**src/rtl/match_controller.sv**
```systemverilog
// Two-player tug-of-war match sequencer: countdown, live play, point hold and game-over,
// with saturating scores and a registered winner flag.
module match_controller #(
  parameter int WIN_SCORE   = 7,
  parameter int COUNT_START = 3,
  parameter int HOLD_TICKS  = 2
) (
  input  logic       clk,
  input  logic       reset,
  input  logic       tick,
  input  logic       start,
  input  logic       L,
  input  logic       R,
  input  logic       leftest,
  input  logic       rightest,
  output logic       resetField,
  output logic       play_en,
  output logic [2:0] scoreH,
  output logic [2:0] scoreC,
  output logic [1:0] winner,
  output logic [2:0] state
);

  typedef enum logic [2:0] {
    IDLE      = 3'b000,
    COUNTDOWN = 3'b001,
    PLAY      = 3'b010,
    POINT     = 3'b011,
    OVER      = 3'b100
  } state_e;

  localparam logic [2:0] WIN   = 3'(WIN_SCORE);
  localparam logic [2:0] CSTRT = 3'(COUNT_START);
  localparam logic [2:0] HOLD  = 3'(HOLD_TICKS);

  state_e     state_q, state_d;
  logic [2:0] score_h_q, score_h_d;
  logic [2:0] score_c_q, score_c_d;
  logic [2:0] cnt_q, cnt_d;
  logic [1:0] winner_q, winner_d;

  logic award_h, award_c;

  // A simultaneous press or an illegal field (both ends lit) awards nothing.
  assign award_h = leftest & ~rightest & L & ~R;
  assign award_c = rightest & ~leftest & R & ~L;

  always_ff @(posedge clk) begin
    if (!reset) begin
      state_q   <= IDLE;
      score_h_q <= '0;
      score_c_q <= '0;
      cnt_q     <= '0;
      winner_q  <= '0;
    end else begin
      state_q   <= state_d;
      score_h_q <= score_h_d;
      score_c_q <= score_c_d;
      cnt_q     <= cnt_d;
      winner_q  <= winner_d;
    end
  end

  always_comb begin
    state_d   = state_q;
    score_h_d = score_h_q;
    score_c_d = score_c_q;
    cnt_d     = cnt_q;
    winner_d  = winner_q;
    unique case (state_q)
      IDLE, OVER: begin
        if (start) begin
          state_d   = COUNTDOWN;
          cnt_d     = CSTRT;
          score_h_d = '0;
          score_c_d = '0;
          winner_d  = 2'b00;
        end
      end
      COUNTDOWN: begin
        if (tick) begin
          cnt_d = cnt_q - 3'd1;
          if (cnt_q == 3'd1) state_d = PLAY;
        end
      end
      PLAY: begin
        if (award_h) begin
          if (score_h_q < WIN) score_h_d = score_h_q + 3'd1;
          state_d = POINT;
          cnt_d   = HOLD;
        end else if (award_c) begin
          if (score_c_q < WIN) score_c_d = score_c_q + 3'd1;
          state_d = POINT;
          cnt_d   = HOLD;
        end
      end
      POINT: begin
        if (tick) begin
          if (cnt_q == 3'd1) begin
            if (score_h_q == WIN || score_c_q == WIN) begin
              state_d  = OVER;
              cnt_d    = '0;
              winner_d = (score_h_q == WIN) ? 2'b01 : 2'b10;
            end else begin
              state_d = COUNTDOWN;
              cnt_d   = CSTRT;
            end
          end else begin
            cnt_d = cnt_q - 3'd1;
          end
        end
      end
      default: state_d = IDLE;
    endcase
  end

  always_comb begin
    play_en    = (state_q == PLAY);
    resetField = (state_q != PLAY);
    state      = state_q;
    scoreH     = score_h_q;
    scoreC     = score_c_q;
    winner     = winner_q;
  end

endmodule

```
**config.mk**
```make
export PLATFORM = sky130hd
export DESIGN_NAME = match_controller
export DESIGN_NICKNAME = d
export VERILOG_FILES = /design/src/rtl/match_controller.sv
export SDC_FILE = /design/constraint.sdc
export NUM_CORES = 1
export LEC_CHECK = 0
export CAP_MARGIN = 10
export CORE_MARGIN = 2
export CORE_UTILIZATION = 52
export DETAILED_ROUTE_END_ITERATION = 8
export PLACE_DENSITY_LB_ADDON = 0.12
export SLEW_MARGIN = 25
export SYNTH_ARGS = -nofsm -noshare
export SYNTH_HDL_FRONTEND = slang
export SYNTH_SLANG_ARGS = --single-unit
```
**constraint.sdc**
```tcl
create_clock -name clk -period 4.45 [get_ports clk]
set_input_delay 0.6675 -clock clk [delete_from_list [all_inputs] [get_ports clk]]
set_output_delay 0.6675 -clock clk [all_outputs]
set_load 0.02 [all_outputs]
```
# == After elaboration in Yosys (flattened, before gate mapping) ==
# Index checks and enable logic that the tools add are counted.
# op_classes
bitwise,10
add_sub_neg,3
order_cmp,2
reduce_logical,11
n_mux,31
eq_ne,20
# op_table
operator,count
3-bit 2-to-1 mux,20
3-bit one-hot mux with 4 select lines,2
5-bit AND reduction,3
"2-bit inequality test, second input constant",7
2-bit 2-to-1 mux,6
3-bit one-hot mux with 2 select lines,2
"3-bit == test, second input constant",3
"2-bit by 1-bit inequality test with 1-bit output, second input constant",4
"3-bit by 1-bit adder with 3-bit output, second input constant",2
1-bit bitwise AND,6
"3-bit by 1-bit == test with 1-bit output, second input constant",2
"3-bit by 2-bit == test with 1-bit output, second input constant",2
"3-bit < comparator, second input constant",2
6-bit AND reduction,1
1-bit NOT,4
2-bit one-hot mux with 2 select lines,1
4-bit AND reduction,1
2-bit nonzero test,2
4-bit nonzero test,1
3-bit logical NOT,1
"3-bit by 1-bit inequality test with 1-bit output, second input constant",1
"3-bit by 2-bit inequality test with 1-bit output, second input constant",1
"3-bit by 1-bit subtractor with 3-bit output, second input constant",1
2-bit OR reduction,1
1-bit logical OR,1
# totals
out_inout_bits,13
register_bits,14
inputBits,8
wordCells,82

# == Depth between registers and ports, before layout ==
# logic_depth
word_depth,7
ltp_mapped,7
mapped_depth_nobuf,6

# == Worst setup path before layout ==
# Ideal clock, no wire load.
# synth_timing
path_kind,register to output
start,register state_q[2] (netlist: state[2])
end,output port play_en
setup_slack_ns,2.624
stages_incl_launch_ff,5
n_path_buf,2
required_ns,3.783
arrival_time_ns,1.158
cell_sequence,dfxtp_1 buf_6 or3b_1 buf_6 clkinv_2
# synth_via
elab_chain_len,1
# synth_rtl
item,line_no,text
"start, declared",36,"state_e state_q, state_d;"
"start signal, assigned",56,state_q <= state_d;
3-bit by 2-bit == test with 1-bit output,118,play_en = (state_q == PLAY);
"end, declared",17,"output logic play_en,"
# Every way passes these cells.

# == Final worst setup path ==
# layout_timing
start,register state_q[1] (netlist: state[1])
end,output port play_en
# Same word-level chain as after synthesis.

==> flow_summary.json <==
{
  "p_leak_nw": 0.452,
  "root_buffer": "clkbuf_4",
  "outcome": "finished, final reports clean",
  "grt_overflow_total": 0,
  "core_mm2": 0.00171,
  "crit_fanout": 15,
  "synth_top_area_share_pct": 30.1,
  "antenna_found_initial": 0,
  "cts.repair.resized": 0,
  "r2r_start": "state[1]",
  "port_buffers": 20,
  "slew_headroom_pct": 68.2,
  "finalMaxSlewViolations": 0,
  "hold_path_depth": 2,
  "antenna_cells": 0,
  "r2r-end": "cnt_q[2]",
  "maxCapViolations": 0,
  "drt_iter0_drc": 17,
  "wl_per_cell_um": 13.8,
  "post_synth_num_cell_types": 41,
  "wl_um": 2030,
  "start_kind": "flop",
  "syn_avg_cell_area_um2": 9.05,
  "fillCellCount": 136,
  "setup_tns_ns": 0,
  "cp_data_required_time_ns": 3.78,
  "synthFlopType": "dfxtp_1",
  "clk_pin_slew_ns": 0.08,
  "tightest_slew_ns": 0.476,
  "gp_congestion": 0.805,
  "crit_arrival_ns": 2.18,
  "io_pins": 21,
  "worstHoldEndpoint": "scoreC[2]",
  "ys_seq_area_share_pct": 30.1,
  "cp-end-kind": "output pin",
  "finClkSkew_ns": 0.00698,
  "min_path_type": "flop to flop",
  "drcViolationCount": 0,
  "postCtsHoldBufs": 0,
  "r2r_slack_ns": 2.52,
  "period_share_pct": 64.0,
  "synth_area_leader_cell": "dfxtp_1",
  "postRouteAntennaNets": 0,
  "synth-edff-count": 0,
  "vias": 831,
  "synth_area_leaders": "dfxtp_1 (30%), ha_1 (9.4%), mux2i_1 (5.4%), a21oi_1 (3.8%), nor2_1 (3.2%)",
  "cts_max_path_buffers": 2,
  "setup_viol": 0,
  "worstSetupPathType": "flop to output pin",
  "hold_viol_final": 0,
  "synth_fp_nets": 118,
  "die_y_um": 46.3,
  "multi_input_area_um2": 589,
  "die-width_um": 46.3,
  "max_freq_mhz": 351,
  "syn_area_um2": 932,
  "post_cts.repair.setup_buffers": 0,
  "grt_pass1_wl_um": 3190,
  "area_growth_pct": 25.0,
  "min-delay-start": "scoreC[2]",
  "grt_pass1_vias": 762,
  "clock_latency_ns": 0.29,
  "clock-sinks": 14,
  "ff2ff_path_depth": 4,
  "async_flop_share_pct": 0,
  "ir_worst_vdd_mv": 0.163,
  "powerDensity_mw_per_mm2": 246,
  "htree_levels": 1,
  "final_nets": 138,
  "total_power_mw": 0.286,
  "period_minus_slack_ns": 2.85,
  "grt_max_degree": 16,
  "viasPerCell": 5.65,
  "cts_tree": "yes",
  "num_rows": 15,
  "die-area_mm2": 0.00215,
  "syn_inst": 103,
  "yosysWarnings": 0,
  "hpwl_um": 1610,
  "drive_above_1_share_pct": 12.3,
  "initial_core_util_pct": 54.6,
  "rsz0062_at_grt": "false",
  "drt_first_pass_iters": 4,
  "gr-usage-all-layers_pct": 21.5,
  "ys_ff_latch": 14,
  "seqCellArea_um2": 280,
  "numCtsBuffers": 3
}
registers in the layout, indices dropped and copies added (netlist names):
| register | cells |
|---|---|
| cnt_q | 3 |
| scoreC | 3 |
| scoreH | 3 |
| state | 3 |
| winner | 2 |
cells by family after synthesis:
family                     after synthesis  share of synthesized area, %
DFF                                     14                          30.1
AOI/OAI and AO/OA                       20                          17.7
buffers and inverters                   12                          6.71
and+or+nand+nor                         42                          27.4
muxes                                    7                          7.79
adders and majority gates                7                          9.40
xor gates and xnor gates                 1                         0.940
synthesized netlist by cell type, types with 3 or more instances:
cell type and instances:
dfxtp_1 14, nor2_1 8, a21oi_1 7, ha_1 7, nand2_1 6, inv_1 5, mux2i_1 5, nand2b_1 4
nand3_1 4, nand3b_1 3
area by class of cell:
class                           instances  area share (%)
Inverter                                7            2.36
Clock buffer                            4            3.11
Tap cell                               25            2.69
Sequential cell                        14            24.1
Multi-Input combinational cell         77            50.6
Timing Repair Buffer                   20            17.2
power by group:
part           internal, mW  switching, mW
Clock                0.0499         0.0419
Combinational        0.0287         0.0292
Sequential            0.130        0.00665
stage by stage:
| step | cells | util (%) | setup slack (ns) | hold WS, ns | instance area (µm²) |
|---|---|---|---|---|---|
| floorplan | 103 | - | 2.62 | 0.492 | 932 |
| global placement | 143 | 66.1 | 1.97 | 0.482 | 1130 |
| detailed placement | 143 | 66.1 | 1.93 | 0.488 | 1130 |
| CTS | 147 | 68.2 | 1.61 | 0.500 | 1160 |
| global route | 147 | 68.2 | 1.48 | 0.531 | 1160 |
| finish | 147 | 68.2 | 1.60 | 0.500 | 1160 |
worst max path at each step:
stage                         from       to  slack [ns]  depth (start not counted)
after floorplan           state[2]  play_en        2.62                          4
after global placement    state[1]  play_en        1.97                          3
after detailed placement  state[1]  play_en        1.93                          3
after CTS                 state[1]  play_en        1.61                          3
after global routing      state[1]  play_en        1.48                          3
final                     state[1]  play_en        1.60                          3
critical path: stages, from the launching register on:
cell and delay (ns):
dfxtp_1 0.60, or3b_1 0.53, clkinv_2 0.15, clkdlybuf4s50_1 0.61
cell usage in the layout (no fill, tap or decap), types with 3 or more instances in the layout:
cell type / instances
a21oi_1: 7
nand3b_1: 3
nand2_1: 6
nand2b_1: 4
nor2_1: 8
clkdlybuf4s50_1: 20
mux2i_1: 5
nand3_1: 4
ha_1: 7
dfxtp_1: 14
inv_1: 5
clkbuf_4: 3
per-layer routing:
layer / vias to the layer above / part of all wire (%) / wire length, µm / GRT usage (%)
met3: 6 / 6.3 / 127 / 9.41
met1: 377 / 44 / 897 / 24.8
met5: - / 0 / 0 / 0
met4: 0 / 1.5 / 31 / 8.57
li1: 418 / - / - / -
met2: 30 / 48 / 972 / 34.4
(Power assumes the default switching activity.)
